==> src/rtl/bcd_display_ctrl.sv <==
// Iterative double-dabble binary-to-BCD converter with atomic digit publish.
// Define BCD_CTRL_LEAD_BLANK_EN to blank leading zero digits with 4'hF.
module bcd_display_ctrl #(
    parameter int DISPLAYS_NUM = 4,
    parameter int BIN_WIDTH    = 14
) (
    input  logic                      i_clk,
    input  logic                      i_rst,
    input  logic [BIN_WIDTH-1:0]      i_bin,
    input  logic                      i_valid,
    output logic                      o_ready,
    output logic [DISPLAYS_NUM*4-1:0] o_bcd_data,
    output logic                      o_update,
    output logic                      o_overflow
);

    localparam int DW = DISPLAYS_NUM * 4;
    localparam int CW = $clog2(BIN_WIDTH + 1);

    function automatic logic [63:0] calc_max();
        logic [63:0] r;
        r = 64'd1;
        for (int i = 0; i < DISPLAYS_NUM; i++) begin
            r = r * 64'd10;
        end
        return r - 64'd1;
    endfunction

    localparam logic [63:0] MAX_VAL = calc_max();
    localparam logic [BIN_WIDTH-1:0] MAX_BIN = MAX_VAL[BIN_WIDTH-1:0];

`ifdef BCD_CTRL_LEAD_BLANK_EN
    // Leading zeros above digit 0 become the blank code.
    function automatic logic [DW-1:0] lead_blank(input logic [DW-1:0] d);
        logic [DW-1:0] r;
        logic          lead;
        r    = d;
        lead = 1'b1;
        for (int i = DISPLAYS_NUM - 1; i > 0; i--) begin
            if (lead && d[i*4+:4] == 4'd0) begin
                r[i*4+:4] = 4'hF;
            end else begin
                lead = 1'b0;
            end
        end
        return r;
    endfunction
`endif

    typedef enum logic [1:0] {
        S_IDLE,
        S_SHIFT,
        S_LOAD
    } state_t;

    state_t                 state_q, state_d;
    logic [DW-1:0]          digits_q, digits_d;
    logic [BIN_WIDTH-1:0]   shift_q, shift_d;
    logic [CW-1:0]          cnt_q, cnt_d;
    logic                   ovf_q, ovf_d;
    logic [DW-1:0]          bcd_q, bcd_d;
    logic                   update_q, update_d;
    logic                   overflow_q, overflow_d;
    logic [DW-1:0]          adj;
    logic                   too_big;

    assign o_ready    = (state_q == S_IDLE) && i_rst;
    assign o_bcd_data = bcd_q;
    assign o_update   = update_q;
    assign o_overflow = overflow_q;

    assign too_big = {{(64-BIN_WIDTH){1'b0}}, i_bin} > MAX_VAL;

    // Add-3 correction for every digit at or above five.
    always_comb begin
        adj = digits_q;
        for (int i = 0; i < DISPLAYS_NUM; i++) begin
            if (digits_q[i*4+:4] >= 4'd5) begin
                adj[i*4+:4] = digits_q[i*4+:4] + 4'd3;
            end
        end
    end

    // Next-state and datapath updates for the converter FSM.
    always_comb begin
        state_d    = state_q;
        digits_d   = digits_q;
        shift_d    = shift_q;
        cnt_d      = cnt_q;
        ovf_d      = ovf_q;
        bcd_d      = bcd_q;
        overflow_d = overflow_q;
        update_d   = 1'b0;
        unique case (state_q)
            S_IDLE: begin
                if (i_valid && o_ready) begin
                    shift_d  = too_big ? MAX_BIN : i_bin;
                    ovf_d    = too_big;
                    digits_d = '0;
                    cnt_d    = '0;
                    state_d  = S_SHIFT;
                end
            end
            S_SHIFT: begin
                digits_d = {adj[DW-2:0], shift_q[BIN_WIDTH-1]};
                shift_d  = shift_q << 1;
                cnt_d    = cnt_q + CW'(1);
                if (cnt_q == CW'(BIN_WIDTH - 1)) begin
                    state_d = S_LOAD;
                end
            end
            S_LOAD: begin
`ifdef BCD_CTRL_LEAD_BLANK_EN
                bcd_d = lead_blank(digits_q);
`else
                bcd_d = digits_q;
`endif
                overflow_d = ovf_q;
                update_d   = 1'b1;
                state_d    = S_IDLE;
            end
            default: state_d = S_IDLE;
        endcase
    end

    // State and output registers with synchronous active-low reset.
    always_ff @(posedge i_clk) begin
        if (!i_rst) begin
            state_q    <= S_IDLE;
            digits_q   <= '0;
            shift_q    <= '0;
            cnt_q      <= '0;
            ovf_q      <= 1'b0;
            bcd_q      <= '0;
            update_q   <= 1'b0;
            overflow_q <= 1'b0;
        end else begin
            state_q    <= state_d;
            digits_q   <= digits_d;
            shift_q    <= shift_d;
            cnt_q      <= cnt_d;
            ovf_q      <= ovf_d;
            bcd_q      <= bcd_d;
            update_q   <= update_d;
            overflow_q <= overflow_d;
        end
    end

endmodule
==> config.mk <==
export PLATFORM = sky130hd
export DESIGN_NAME = bcd_display_ctrl
export DESIGN_NICKNAME = d
export VERILOG_FILES = /design/src/rtl/bcd_display_ctrl.sv
export SDC_FILE = /design/constraint.sdc
export NUM_CORES = 1
export LEC_CHECK = 0
export BUFFER_PORTS_ARGS = -buffer_cell sky130_fd_sc_hd__buf_2
export CAP_MARGIN = 20
export CORE_UTILIZATION = 46
export DETAILED_ROUTE_END_ITERATION = 12
export HOLD_SLACK_MARGIN = 0.03
export PLACE_DENSITY = 0.8
export SYNTH_ARGS = -nofsm -noshare
export SYNTH_HDL_FRONTEND = slang
export SYNTH_SLANG_ARGS = --single-unit
==> constraint.sdc <==
create_clock -name i_clk -period 1.6 [get_ports i_clk]
set_input_delay 0 -clock i_clk [delete_from_list [all_inputs] [get_ports i_clk]]
set_output_delay 0 -clock i_clk [all_outputs]
set_load 0.03 [all_outputs]
==> flow_metrics.tcl, run 1 <==
set metrics [dict create \
    syn_to_final_growth_pct 20.4 \
    syn_area_um2 2490 \
    antenna_found_initial 0 \
    place.gp.congestion 0.768 \
    first_pass_iters 4 \
    path_class "reg -> reg" \
    grt_pass1_wl_um 8380 \
    diodes 0 \
    cts_sinks 55 \
    hold_path.class "in -> reg" \
    dp_hpwl_um 3600 \
    pwr_density_cell_nw_per_um2 815 \
    crit_end "digits_q[10]" \
    crit_cells 6 \
    synth_area_per_cell_um2 8.60 \
    max_slew_margin_pct 74.2 \
    layout_common_cells "nand2_1 (49), dfxtp_1 (49), buf_2 (35)" \
    synth_seq_cells 55 \
    top_usage_layer "met2" \
    cts_tree "done" \
    clk_path_buf_depth 2 \
    tightest_slew_ns 0.386 \
    fillers 473 \
    skew_ns 0.00630 \
    multi_input_area_um2 1280 \
    yosysWarnings 0 \
    holdCritStartpoint "i_rst" \
    power_leakage_nw 1.15 \
    r2r_cells 6 \
    cts_buffers 5 \
    crit_start "digits_q[9]" \
    die_area_um2 5720 \
    synthArstFlopShare_pct 0 \
    peakVddDrop_v 0.000510 \
    drive_above_1_share_pct 21.8 \
    root_buffer "clkbuf_8" \
    critPathSlowestCell "dfxtp_2" \
    clk_pin_slew_worst_paths_ns 0.09 \
    seq_area_um2 1110 \
    ant_nets 0 \
    path_max_fanout 4 \
    worstPathCellList "inv_1 -> ha_1 -> nand2b_1 -> a21oi_2 -> mux2_2 -> o21ai_0" \
    wl_per_cell_um 12.7 \
    outcome "complete, no violations" \
    die_height_um 75.6 \
    worstPathArrival_ns 1.73 \
    grt-ovfl-total 0 \
    grt_util_met3_pct 5.29 \
    synth_edf_count 0 \
    h-tree-depth 2 \
    endpoint_kind "flop" \
    drt-total-wl_um 5200 \
    cp_slowest_stage_delay_ns 0.36 \
    floorplan.initialDensity_pct 48.2 \
    crit_required_ns 1.84 \
    p_total_mw 2.45 \
    nets 365 \
    drc_errors 0 \
    path_buf_inv 1 \
    use_met1_pct 20.4 \
    io_pins 36 \
    grt_max_degree 24 \
    rows 26 \
    hold_violations 0 \
    vias_per_cell 5.26 \
    drt_iter0_drc 81 \
    crit_family "flip-flops" \
    clock.fmax_mhz 670 \
    grt_pass1_vias 2014 \
    insertion_delay_ns 0.31 \
    drv_slew 0 \
    timing.rr.end "digits_q[10]" \
    rr_startpoint "digits_q[9]" \
    worst_setup_path_start_kind "flop" \
    grt.total_usage_pct 19.4 \
    synth_nets 317 \
    gr-usage-met2_pct 36.7 \
    synth_cell_types 37 \
    reg2reg_setup_slack_ns 0.11 \
    io_buffers 35 \
    period_share_pct 93.2 \
    synthFlopType "dfxtp_1" \
    vias 2153 \
    syn_inst 290 \
    die_w_um 75.6 \
    min_period_ns 1.49 \
    drv_cap 0 \
    tns_ns 0 \
    synth-seq-area-share_pct 44.1 \
    setup_violations 0 \
    core_area_um2 5170 \
]
layout make-up:
class,instances,area share (%)
clock inverter,1,0.292
sequential,55,36.9
timing repair buffer,59,12.8
inverter,12,1.50
clock buffer,7,2.88
tap,70,2.92
multi-input combinational,205,42.7
state kept, by name, indices dropped and copies added, names as in the netlist:
signal,flops
cnt_q,4
o_update,1
shift_q,14
o_bcd_data,16
o_overflow,1
state_q,2
digits_q,16
ovf_q,1
worst min path at each step:
stage | end | slack [ns] | cells after the start
floorplan | shift_q[10] | 0.12 | 2
global placement | shift_q[10] | 0.22 | 3
detailed placement | shift_q[8] | 0.23 | 3
CTS | shift_q[3] | 0.05 | 3
global route | shift_q[2] | 0.05 | 3
finish | shift_q[8] | 0.05 | 3
kinds of logic (layout without fill, tap and decap cells):
logic type / count (synthesis) / in the layout / share of synthesized area (%)
XOR/XNOR: 6 / 6 / 2.11
flip-flops: 55 / 55 / 44.1
AND/OR/NAND/NOR: 102 / 102 / 19.8
AO/OA/AOI/OAI: 83 / 83 / 21.6
adder cells (fa/ha/maj): 10 / 10 / 5.02
buffers and inverters: 30 / 79 / 5.57
multiplexers: 4 / 4 / 1.81
metrics by stage:
| stage | worst slack, ns | area, um2 | utilization, % | cells | hold slack [ns] |
|---|---|---|---|---|---|
| after floorplan | 0.127 | 2490 | - | 290 | 0.121 |
| after global placement | 0.121 | 2750 | 53.1 | 388 | 0.224 |
| after detailed placement | 0.0452 | 2750 | 53.1 | 388 | 0.234 |
| after CTS | 0.0142 | 2960 | 57.3 | 408 | 0.0471 |
| after global routing | -0.00167 | 3000 | 58.1 | 409 | 0.0543 |
| final | 0.108 | 3000 | 58.1 | 409 | 0.0504 |
synthesized netlist by cell type (2+ instances only):
library cell   n  area [um2]
a21oi_1       16        80.1
inv_1         12        45.0
buf_4          2        15.0
nor2_1        14        52.6
clkbuf_1       6        22.5
and2_1         3        18.8
o31ai_1        2        15.0
o21ai_0       23         115
nand2b_1       5        31.3
o221ai_1       6        52.6
nor3_1         4        20.0
nand3_1        8        40.0
buf_2          8        40.0
xor2_1         2        17.5
mux2_2         4        45.0
ha_1          10         125
nand4_1        2        12.5
xnor2_1        4        35.0
nand2_1       49         184
a21boi_0      23         173
nor2b_1        4        25.0
a31oi_1        2        12.5
dfxtp_1       55        1100
nor3b_1        5        37.5
a22o_1         9        78.8
what timing repair did:
item / CTS / global route
hold endpoints to repair: 12 / 0
buffers inserted: 0 / 1
hold buffers: 12 / 0
endpoints found under the setup margin: 0 / 6
resized for setup: 0 / 13
routing by layer:
| layer | share of wire [%] | wire length (um) |
|---|---|---|
| met1 | 43 | 2210 |
| met2 | 51 | 2650 |
| met3 | 4.5 | 233 |
| met4 | 1.9 | 101 |
| met5 | 0 | 0 |
power by group:
group,total (mW),switching (mW),internal [mW]
Sequential,1.43,0.0265,1.41
Clock,0.796,0.441,0.355
Combinational,0.220,0.117,0.103
Total,2.45,0.584,1.86
worst reg2reg max path, delay by kind of cell, from the launching register on:
family / cells / cell delay, ns
AOI/OAI and AO/OA: 2 / 0.31
adders and majority gates: 1 / 0.18
buffers and inverters: 1 / 0.07
DFF: 1 / 0.36
muxes: 1 / 0.34
and+or+nand+nor: 1 / 0.16
(Power assumes the default switching activity.)
==> run 2, diff against run 1 <==
--- a/config.mk
+++ b/config.mk
@@ -10,7 +10,7 @@
 export CORE_UTILIZATION = 46
 export DETAILED_ROUTE_END_ITERATION = 12
 export HOLD_SLACK_MARGIN = 0.03
-export PLACE_DENSITY = 0.8
+export PLACE_DENSITY = 0.77
 export SYNTH_ARGS = -nofsm -noshare
 export SYNTH_HDL_FRONTEND = slang
 export SYNTH_SLANG_ARGS = --single-unit
==> constraint.sdc (replaced) <==
create_clock -name i_clk -period 1.85 [get_ports i_clk]
set_input_delay 0 -clock i_clk [delete_from_list [all_inputs] [get_ports i_clk]]
set_output_delay 0 -clock i_clk [all_outputs]
set_load 0.03 [all_outputs]
==> run 2 against run 1 <==
Compared with the run above:
- final cell count decreased by 1.7%
- power decreased by 16%
- via count decreased by 2.5%
- clock power decreased by 20%
- global-route usage decreased by 0.13 points
- critical endpoint is now digits_q[6]
==> flow_metrics.tcl, run 2 (same netlist as run 1, synthesis figures left out) <==
set metrics [dict create \
    outcome "complete, no violations" \
    grt-ovfl-total 0 \
    worst_setup_path_start_kind "flop" \
    first_pass_iters 4 \
    floorplan.initialDensity_pct 48.2 \
    period_share_pct 90.7 \
    vias_per_cell 5.22 \
    rsz0062_at_grt "false" \
    r2r_cells 6 \
    dpl-instance-area_um2 2700 \
    hold_depth 3 \
    wl_per_cell_um 12.7 \
    min_period_ns 1.68 \
    cts_sinks 55 \
    drive_above_1_share_pct 16.0 \
    crit_cells 6 \
    antenna_found_initial 0 \
    max_slew_margin_pct 68.3 \
    drv_slew 0 \
    clk_path_buf_depth 2 \
    clk_pin_slew_worst_paths_ns 0.09 \
    intPower_mw 1.57 \
    grt_pass1_wl_um 8340 \
    path_max_fanout 4 \
    die_w_um 75.6 \
    power_frac_seq_pct 60.2 \
    swShare_pct 23.9 \
    crit_family "compound AO/OA/AOI/OAI gates" \
    final_common_cell "dfxtp_1" \
    skew_ns 0.00816 \
    nets 358 \
    die_area_um2 5720 \
    hold_path.class "in -> reg" \
    layout_common_cells "dfxtp_1 (55), nand2_1 (49), buf_2 (35)" \
    dp_hpwl_um 3460 \
    path_class "reg -> reg" \
    switchingPower_mw 0.491 \
    cts_tree "done" \
    endpoint_kind "flop" \
    root_buffer "clkbuf_8" \
    diodes 0 \
    io_pins 36 \
    path_buf_inv 1 \
    postLayoutCellArea_um2 2900 \
    pwr_density_cell_nw_per_um2 708 \
    hold_violations 0 \
    postCtsResizedCells 0 \
    crit_start "digits_q[5]" \
    io_buffers 35 \
    worstPathCellList "inv_1 -> ha_1 -> nand2b_1 -> a21oi_1 -> mux2_2 -> o21ai_0" \
    grt.total_usage_pct 19.3 \
    combPwrFrac_pct 8.8 \
    ant_nets 0 \
    grt_pass1_vias 1916 \
    crit_required_ns 2.08 \
    rr_startpoint "digits_q[5]" \
    cp_slowest_stage_delay_ns 0.37 \
    syn_to_final_growth_pct 16.3 \
    critPathSlowestCell "dfxtp_1" \
    tns_ns 0 \
    tightest_slew_ns 0.476 \
    worstPathArrival_ns 1.91 \
    drv_cap 0 \
    post-cts-setup-buffers 0 \
    place.gp.congestion 0.766 \
    setup_violations 0 \
    core_area_um2 5170 \
    insertion_delay_ns 0.30 \
    power_leakage_nw 1.11 \
    drt-total-wl_um 5090 \
    grt_max_degree 24 \
    h-tree-depth 2 \
    cts_buffers 5 \
    clock_power_share_pct 30.9 \
    peakVddDrop_v 0.000421 \
    drt_iter0_drc 104 \
    die_height_um 75.6 \
    rows 26 \
    vias 2099 \
    clock.fmax_mhz 596 \
    drc_errors 0 \
    holdCritStartpoint "i_rst" \
]
## run 2: worst register-to-register path, stage by stage (launching register included)
cell and delay [ns]:
dfxtp_1 0.37, inv_1 0.09, ha_1 0.19, nand2b_1 0.14, a21oi_1 0.29, mux2_2 0.37
o21ai_0 0.15
## run 2: final timing paths
kind / end / slack, ns
setup / recovery: digits_q[6] / 0.17
hold reg to reg: o_bcd_data[12] / 0.46
hold / removal: shift_q[2] / 0.07
setup reg to reg: digits_q[6] / 0.17
## run 2: cell type report
| class | count | area [um2] |
|---|---|---|
| Tap cell | 70 | 87.6 |
| Timing Repair Buffer | 52 | 333 |
| Clock buffer | 7 | 76.3 |
| Clock inverter | 1 | 5.00 |
| Multi-Input combinational cell | 205 | 1250 |
| Sequential cell | 55 | 1100 |
| Fill cell | 485 | 2270 |
| Inverter | 12 | 45.0 |
## run 2: power groups by stage
stage	clock (mW)	combinational (mW)	sequential, mW
after global routing	0.704	0.203	1.24
after floorplan	0	0.122	1.26
after detailed placement	0	0.162	1.26
final	0.636	0.182	1.24
after CTS	0.654	0.181	1.24
after global placement	0	0.158	1.26
## run 2: through the flow
stage          utilization [%]  worst slack [ns]  hold WS (ns)  cells  power, mW
2_1_floorplan                -             0.377         0.121    290       1.38
3_3_place_gp              52.2             0.325         0.224    382       1.42
3_5_place_dp              52.2             0.203         0.237    382       1.43
4_1_cts                   56.1             0.177        0.0552    402       2.07
5_1_grt                   56.1            0.0590        0.0724    402       2.15
6_report                  56.1             0.172        0.0665    402       2.06
## run 2: repair_timing
action                     CTS  global route
setup endpoints to repair    0             0
hold buffers                12             0
hold endpoints to repair    12             0
## run 2: layer usage
metal,wire [um],up-vias,track usage (%)
met2,2590,33,34.7
met1,2290,985,22.6
met4,47,0,5.97
met3,166,6,4.76
met5,0,-,0
li1,-,1075,-
==> run 3, diff against run 2 <==
==> config.mk (replaced) <==
export PLATFORM = sky130hd
export DESIGN_NAME = bcd_display_ctrl
export DESIGN_NICKNAME = d
export VERILOG_FILES = /design/src/rtl/bcd_display_ctrl.sv
export SDC_FILE = /design/constraint.sdc
export NUM_CORES = 1
export LEC_CHECK = 0
export CAP_MARGIN = 20
export CORE_UTILIZATION = 46
export DETAILED_ROUTE_END_ITERATION = 12
export DONT_BUFFER_PORTS = 1
export HOLD_SLACK_MARGIN = 0.03
export PLACE_DENSITY = 0.74
export SYNTH_ARGS = -nofsm -noshare
export SYNTH_HDL_FRONTEND = slang
export SYNTH_SLANG_ARGS = --single-unit
==> constraint.sdc (replaced) <==
create_clock -name i_clk -period 1.42 [get_ports i_clk]
set_input_delay 0 -clock i_clk [delete_from_list [all_inputs] [get_ports i_clk]]
set_output_delay 0 -clock i_clk [all_outputs]
set_load 0.03 [all_outputs]
==> run 3 against run 2 <==
Compared with the run above:
- the run now ends with negative setup slack left
- clock skew increased by 0.0016 ns
- highest routed layer unchanged
- first-iteration DRC count grew 4.8%
- critical path type unchanged
- flip-flop and latch count did not move
- global-route usage is 2.0 points higher
- final cell count increased by 1.0%
==> flow_metrics.tcl, run 3 (same netlist as run 1, synthesis figures left out) <==
set metrics [dict create \
    worstPathArrival_ns 1.67 \
    ant_nets 0 \
    p_total_mw 2.72 \
    grt_pass1_wl_um 9150 \
    multi_input_area_um2 1310 \
    tns_ns -0.00391 \
    hold_violations 0 \
    clk_path_buf_depth 2 \
    worstPathCellList "inv_1 -> ha_2 -> nand2b_4 -> a21oi_4 -> mux2_2 -> o21ai_2" \
    fillers 451 \
    violations "negative setup slack" \
    nets 362 \
    final_common_cell "nand2_1" \
    io_buffers 0 \
    grt-ovfl-total 0 \
    max_slew_margin_pct 76.6 \
    syn_to_final_growth_pct 25.3 \
    worst_setup_path_start_kind "flop" \
    seq_area_um2 1110 \
    rows 26 \
    endpoint_kind "flop" \
    core_area_um2 5170 \
    drive_above_1_share_pct 22.3 \
    drc_errors 0 \
    rsz0062_at_grt "true" \
    crit_required_ns 1.67 \
    diodes 0 \
    insertion_delay_ns 0.31 \
    antenna_found_initial 0 \
    setup_ws_ns -0.00391 \
    drv_cap 0 \
    critPathSlowestCell "dfxtp_2" \
    setup_violations 1 \
    die_w_um 75.6 \
    hold_path.class "in -> reg" \
    cts_sinks 55 \
    crit_family "flip-flops" \
    cp_slowest_stage_delay_ns 0.36 \
    fin_util_pct 60.4 \
    wl_per_cell_um 14.0 \
    drv_slew 0 \
    die_area_um2 5720 \
    dp_cells 381 \
    h-tree-depth 2 \
    path_class "reg -> reg" \
    layout_common_cells "nand2_1 (48), dfxtp_1 (46), buf_4 (38)" \
    root_buffer "clkbuf_8" \
    vias 2133 \
    path_buf_inv 1 \
    grt_max_degree 44 \
    outcome "complete, but fails checks" \
    dp_hpwl_um 3630 \
    vias_per_cell 5.25 \
    skew_ns 0.00973 \
    first_pass_iters 4 \
    stdcell_count 406 \
    peakVddDrop_v 0.000787 \
    pwr_density_cell_nw_per_um2 869 \
    io_pins 36 \
    cts_buffers 5 \
    clk_pin_slew_worst_paths_ns 0.10 \
    min_period_ns 1.42 \
    grt.total_usage_pct 21.3 \
    die_height_um 75.6 \
    drt_iter0_drc 109 \
    power_leakage_nw 1.16 \
    drt-total-wl_um 5670 \
    post-cts-setup-buffers 0 \
    floorplan.initialDensity_pct 48.2 \
    tightest_slew_ns 0.349 \
    clock.fmax_mhz 702 \
    grt_pass1_vias 2076 \
    period_share_pct 100 \
    path_max_fanout 4 \
    place.gp.congestion 0.788 \
    cts_tree "done" \
]
## run 3: changes by cell type in the layout (fill, tap and decap cells not counted), moves of 3 or more
cell / previous run / this run
o21ai_0: 23 / 19
ha_1: 10 / 7
a21oi_2: 0 / 3
a21oi_1: 16 / 12
dlygate4sd3_1: 12 / 16
o21ai_1: 1 / 4
buf_4: 5 / 38
dfxtp_2: 0 / 9
dfxtp_1: 55 / 46
ha_2: 0 / 3
buf_2: 35 / 0
## run 3: final timing paths
kind,to,slack (ns),from,cells past startpoint
worst min-delay path,shift_q[0],0.04,i_rst,2
worst min register to register,o_bcd_data[13],0.46,o_bcd_data[13],2
worst max-delay path,digits_q[14],-0.004,digits_q[12],6
worst max register to register,digits_q[14],-0.004,digits_q[12],6
## run 3: routing by layer
layer / global-route usage (%) / share of wire (%)
met1: 23.4 / 42
met4: 8.02 / 2.1
met2: 39.8 / 53
met5: 0 / 0
met3: 4.76 / 3.0
## run 3: area by class of cell
cell class                 count  share of cell area, %
tap                           70                   2.80
timing repair buffer          56                   15.5
sequential                    55                   35.6
clock buffer                   6                   2.32
inverter                      12                   1.44
multi-input combinational    205                   41.9
clock inverter                 2                  0.400
## run 3: stage by stage
step / setup WS (ns) / hold WS (ns) / instance area, um2
CTS: -0.00234 / 0.0342 / 3080
global route: -0.0953 / 0.0335 / 3130
floorplan: 0.00627 / 0.121 / 2510
finish: -0.00391 / 0.0432 / 3130
detailed placement: -0.0478 / 0.131 / 2810
global placement: 0.0297 / 0.125 / 2810
## run 3: timing repair
item / in CTS / in global routing
hold endpoints to repair: 44 / 3
resized for setup: 9 / 15
setup endpoints to repair: 5 / 16
pin swaps: 5 / 2
hold buffers: 16 / 1
## run 3: power breakdown
group	internal, mW	switching, mW
Combinational	0.125	0.126
Clock	0.346	0.506
Sequential	1.58	0.0288
## run 3: worst reg2reg max path: stages, from the launching register on
cell and delay (ns):
dfxtp_2 0.36, inv_1 0.11, ha_2 0.24, nand2b_4 0.07
a21oi_4 0.15, mux2_2 0.35, o21ai_2 0.10
